===== src/rtl/serial_adder_pkg.sv =====
// Shared definitions for the bit-serial adder controller: state encoding and default width.
package serial_adder_pkg;

    localparam int DEFAULT_WIDTH = 8;

    typedef enum logic [1:0] {
        IDLE = 2'd0,
        RUN  = 2'd1,
        DONE = 2'd2
    } state_t;

endpackage


===== src/rtl/fa_cell.sv =====
// Single 1-bit full-adder cell; the serial adder reuses it once per clock.
module fa_cell (
    input  logic x,
    input  logic y,
    input  logic ci,
    output logic s,
    output logic co
);

    assign s  = x ^ y ^ ci;
    assign co = (x & y) | ((x ^ y) & ci);

endmodule


===== src/rtl/serial_adder_ctrl.sv =====
// Bit-serial adder, LSB first, one bit per clock through one fa_cell.
// Optional subtract input enabled by defining SERIAL_ADDER_SUB_EN.
module serial_adder_ctrl
    import serial_adder_pkg::*;
#(
    parameter int WIDTH = DEFAULT_WIDTH
) (
    input  logic             clk,
    input  logic             rst_n,
    input  logic             start,
    input  logic [WIDTH-1:0] a,
    input  logic [WIDTH-1:0] b,
    input  logic             cin,
`ifdef SERIAL_ADDER_SUB_EN
    input  logic             sub,
`endif
    output logic             busy,
    output logic             done,
    output logic [WIDTH-1:0] sum,
    output logic             cout
);

    localparam int CW = $clog2(WIDTH);

    state_t           state, state_next;
    logic             accept;
    logic             last_bit;
    logic [WIDTH-1:0] a_sh, b_sh;
    logic [WIDTH-2:0] acc;
    logic [WIDTH-1:0] acc_next;
    logic             carry;
    logic [CW-1:0]    cnt;
    logic             fa_s, fa_co;
    logic [WIDTH-1:0] op_b;
    logic             op_cin;

`ifdef SERIAL_ADDER_SUB_EN
    // Subtraction is a + ~b + 1, so the incoming carry is ignored when sub is set.
    assign op_b   = sub ? ~b : b;
    assign op_cin = sub ? 1'b1 : cin;
`else
    assign op_b   = b;
    assign op_cin = cin;
`endif

    assign last_bit = (cnt == CW'(WIDTH - 1));

    fa_cell u_fa (
        .x  (a_sh[0]),
        .y  (b_sh[0]),
        .ci (carry),
        .s  (fa_s),
        .co (fa_co)
    );

    // The final sum bit lands on top of the WIDTH-1 bits already collected.
    assign acc_next = {fa_s, acc};

    always_ff @(posedge clk) begin
        if (!rst_n) state <= IDLE;
        else        state <= state_next;
    end

    // NOTE: every output of this block gets a default first, so no path can infer a latch.
    always_comb begin
        state_next = state;
        accept     = 1'b0;
        busy       = 1'b0;
        done       = 1'b0;
        unique case (state)
            IDLE: begin
                if (start) begin
                    accept     = 1'b1;
                    state_next = RUN;
                end
            end
            RUN: begin
                busy = 1'b1;
                if (last_bit) state_next = DONE;
            end
            DONE: begin
                done       = 1'b1;
                state_next = IDLE;
            end
            default: state_next = IDLE;
        endcase
    end

    // NOTE: registers use non-blocking assignments so every flop samples pre-edge values;
    // the operand shifters are cleared too, which keeps reset state fully deterministic.
    always_ff @(posedge clk) begin
        if (!rst_n) begin
            a_sh  <= '0;
            b_sh  <= '0;
            acc   <= '0;
            carry <= 1'b0;
            cnt   <= '0;
            sum   <= '0;
            cout  <= 1'b0;
        end else if (accept) begin
            a_sh  <= a;
            b_sh  <= op_b;
            carry <= op_cin;
            cnt   <= '0;
        end else if (state == RUN) begin
            a_sh  <= a_sh >> 1;
            b_sh  <= b_sh >> 1;
            carry <= fa_co;
            acc   <= acc_next[WIDTH-1:1];
            if (last_bit) begin
                sum  <= acc_next;
                cout <= fa_co;
            end else begin
                cnt <= cnt + 1'b1;
            end
        end
    end

endmodule


===== config.mk =====
export PLATFORM = sky130hd
export DESIGN_NAME = serial_adder_ctrl
export DESIGN_NICKNAME = d
export VERILOG_FILES = /design/src/rtl/serial_adder_pkg.sv /design/src/rtl/fa_cell.sv /design/src/rtl/serial_adder_ctrl.sv
export SDC_FILE = /design/constraint.sdc
export NUM_CORES = 1
export LEC_CHECK = 0
export BUFFER_PORTS_ARGS = -buffer_cell sky130_fd_sc_hd__buf_4
export CAP_MARGIN = 20
export CORE_MARGIN = 5
export CORE_UTILIZATION = 53
export CTS_CLUSTER_DIAMETER = 50
export DETAILED_ROUTE_END_ITERATION = 16
export MAX_ROUTING_LAYER = met4
export PLACE_DENSITY = 0.85
export REMOVE_ABC_BUFFERS = 1
export SETUP_SLACK_MARGIN = 0.15
export SKIP_CTS_REPAIR_TIMING = 1
export SLEW_MARGIN = 20
export SYNTH_ARGS = -nofsm -noshare
export SYNTH_HDL_FRONTEND = slang
export SYNTH_SLANG_ARGS = --single-unit
export TNS_END_PERCENT = 30

===== constraint.sdc =====
create_clock -name clk -period 2 [get_ports clk]
set_clock_uncertainty 0.15 [all_clocks]
set_input_delay 0.2 -clock clk [delete_from_list [all_inputs] [get_ports clk]]
set_output_delay 0.2 -clock clk [all_outputs]
set_load 0.02 [all_outputs]

==> impl_metrics.yaml <==
run_status:
  status: "complete, but fails checks"
  failed_checks: "hold timing"
setup_path:
  r2r-end: "sum[4]"
  path_buf_inv: 2
  worst-path-max-fanout: 10
  rr_worst_depth: 5
  path_delay_family: "flip-flops"
  required_ns: 1.65
  end_kind: "primary output"
  path_cells: "nand2b_4, inv_1, buf_4"
  arrival_ns: 1.38
  start_kind: "flop"
  cp_num_cells: 3
  rr_startpoint: "cnt[0]"
  cp_slowest_cell: "dfxtp_1"
  cpPeakStageDelay_ns: 0.59
  r2r_setup_slack_ns: 0.41
  worstSetupPathType: "flop to primary output"
synthesis:
  synth_warnings: 0
  async_reset_ff_share_pct: 0
  netlist_area_um2: 1605
  ys_seq_elements: 38
  netlist_instances: 187
  yosys_most_used_dff: "dfxtp_1"
  synth_edf_count: 0
  syn_area_per_cell_um2: 8.584
  synthDistinctLibCells: 28
  ys_seq_area_share_pct: 47.39
grt:
  grt_pass1_wl_mm: 5.140
  grt_pass1_vias: 1252
  antenna_found_initial: 0
  grt-ovfl-total: 0
  track_usage_pct: 16.09
  grt_max_degree: 37
drt:
  first_pass_iters: 4
  postRouteAntennaNets: 0
  vias: 1397
  drt_iter0_markers: 136
  drc: 0
  finalWirelength_mm: 3.072
  routed_via_density: 5.478
  routedWlPerCell_um: 12.05
power_and_ir_drop:
  p_total_mw: 1.420
  power.share.clock_pct: 29.1
  switchingPower_mw: 0.3658
  combPwrFrac_pct: 13.2
  ir_worst_vdd_mv: 0.4891
  pwr_density_cell_nw_per_um2: 733.2
  seq_power_share_pct: 57.7
  power.internal_mw: 1.054
  p_leak_nw: 0.7524
  switching_share_pct: 25.76
min_path:
  holdPathStages: 3
  hold_class: "input port to flop"
  worstHoldStart: "b[6]"
  min_to: "b_sh[6]"
clocking:
  cts_sinks: 38
  cts_tree: "done"
  cts_buffers: 5
  clk_pin_slew_worst_paths_ns: 0.11
  htreeDepth: 2
  clk_root_buffer_cell: "clkbuf_4"
  cts_buffer_depth: 2
  clock_latency_ns: 0.34
floorplanning:
  dieArea_um2: 4230
  core_area_um2: 2978
  start_util_pct: 53.91
  io_pins: 31
  die_x_um: 65.04
  num_rows: 20
  die_y_um: 65.04
finish:
  area_delta_synth_final_pct: 20.65
  drive_gt1_share_pct: 21.62
  fillCellCount: 271
  postLayoutCellArea_um2: 1937
  n_antenna_cell: 0
  multi_input_area_um2: 758.2
  seqCellArea_um2: 760.7
  fin_nets: 244
sta:
  setup_viol: 0
  hold_slack_ns: -0.03559
  report.final.slew_viol_count: 0
  hold_viol: 8
  rsz0062_at_grt: "false"
  period_needed_ns: 1.729
  tns_ns: 0
  max_freq_mhz: 578.2
  post-route-period-util_pct: 86.47
  worst_slew_margin_rel_pct: 60.58
  worstMarginPinSlew_ns: 0.5906
placement:
  placement.io_buffers: 30
  placedInstanceArea_um2: 1827
  gp_congestion: 0.8389
  dp_hpwl_mm: 2.071
run:
  drv_cap: 0
## cells in the mapped netlist (2+ instances only)
library cell	n	area share (%)
ha_1	2	1.6
dfxtp_1	38	47
buf_4	3	1.4
inv_1	3	0.70
nand3_1	11	3.4
a21oi_1	29	9.0
o21ai_2	2	1.1
nor2_1	3	0.70
a21boi_0	18	8.4
clkbuf_1	4	0.94
o21ai_0	8	2.5
buf_6	2	1.4
o22ai_1	2	0.78
nand2_1	40	9.4
o21ai_1	7	2.2
buf_2	3	0.94
## power by group through the flow
stage | clock network, mW | logic, mW | registers (mW)
after detailed placement | 0 | 0.179 | 0.837
after floorplan | 0 | 0.109 | 0.830
after global routing | 0.459 | 0.212 | 0.824
after global placement | 0 | 0.176 | 0.835
final | 0.413 | 0.188 | 0.819
after CTS | 0.422 | 0.180 | 0.819
## layout by cell type (no fill, tap or decap), types with 2 or more instances in the layout
master          n
a21boi_0       18
a21oi_1        29
buf_4          34
clkbuf_4        5
dfxtp_1        38
dlygate4sd3_1   5
ha_1            2
inv_1           3
nand2_1        40
nand3_1        11
nor2_1          3
o21ai_0         8
o21ai_1         7
o21ai_2         2
o22ai_1         2
## state kept, by name, indices dropped and copies added (netlist names)
| register | cells |
|---|---|
| cout | 1 |
| cnt | 3 |
| state | 2 |
| a_sh | 8 |
| sum | 8 |
| acc | 7 |
| b_sh | 8 |
| carry | 1 |
## per-stage QoR
| step | util, % | setup slack [ns] | hold slack, ns | instances |
|---|---|---|---|---|
| 2_1_floorplan | - | 0.2233 | 0.1608 | 175 |
| 3_3_place_gp | 61.34 | 0.4598 | 0.2887 | 242 |
| 3_5_place_dp | 61.34 | 0.3889 | 0.2963 | 242 |
| 4_1_cts | 63.36 | 0.2759 | -0.04917 | 250 |
| 5_1_grt | 65.04 | 0.1612 | 0.001635 | 255 |
| 6_report | 65.04 | 0.2706 | -0.03559 | 255 |
## tightest hold or removal path, stage by stage
cell,delay (ns)
buf_4,0.08
o21ai_2,0.05
a21oi_1,0.10
## worst max path at each step
stage,startpoint,end,slack (ns)
floorplan,state[0],a_sh[6],0.22
global placement,cnt[0],cout,0.46
detailed placement,cnt[0],sum[7],0.39
CTS,state[0],busy,0.28
global route,state[0],busy,0.16
finish,state[0],busy,0.27
## area by class of cell
type	count	share of cell area, %
clock buffers	7	2.842
clock inverters	1	0.2584
inverters	3	0.5814
multi-input cells	134	39.15
flip-flops and latches	38	39.28
well taps	33	2.132
repair buffers	39	15.76
## logic make-up after synthesis
group | after synthesis | synth area share, %
flops | 38 | 47.39
simple gates | 61 | 18.24
xor+xnor | 1 | 0.5457
fa+ha+maj | 3 | 2.806
compound gates | 69 | 25.64
buf+inv | 15 | 5.377
## per-layer routing
layer | global-route usage [%] | vias up | routed length (um)
met3 | 4.333 | 9 | 167
met2 | 26.31 | 34 | 1461
met1 | 17.36 | 641 | 1370
met5 | - | - | 0
met4 | 9.845 | 0 | 72
li1 | - | 713 | -
(Power assumes the default switching activity.)
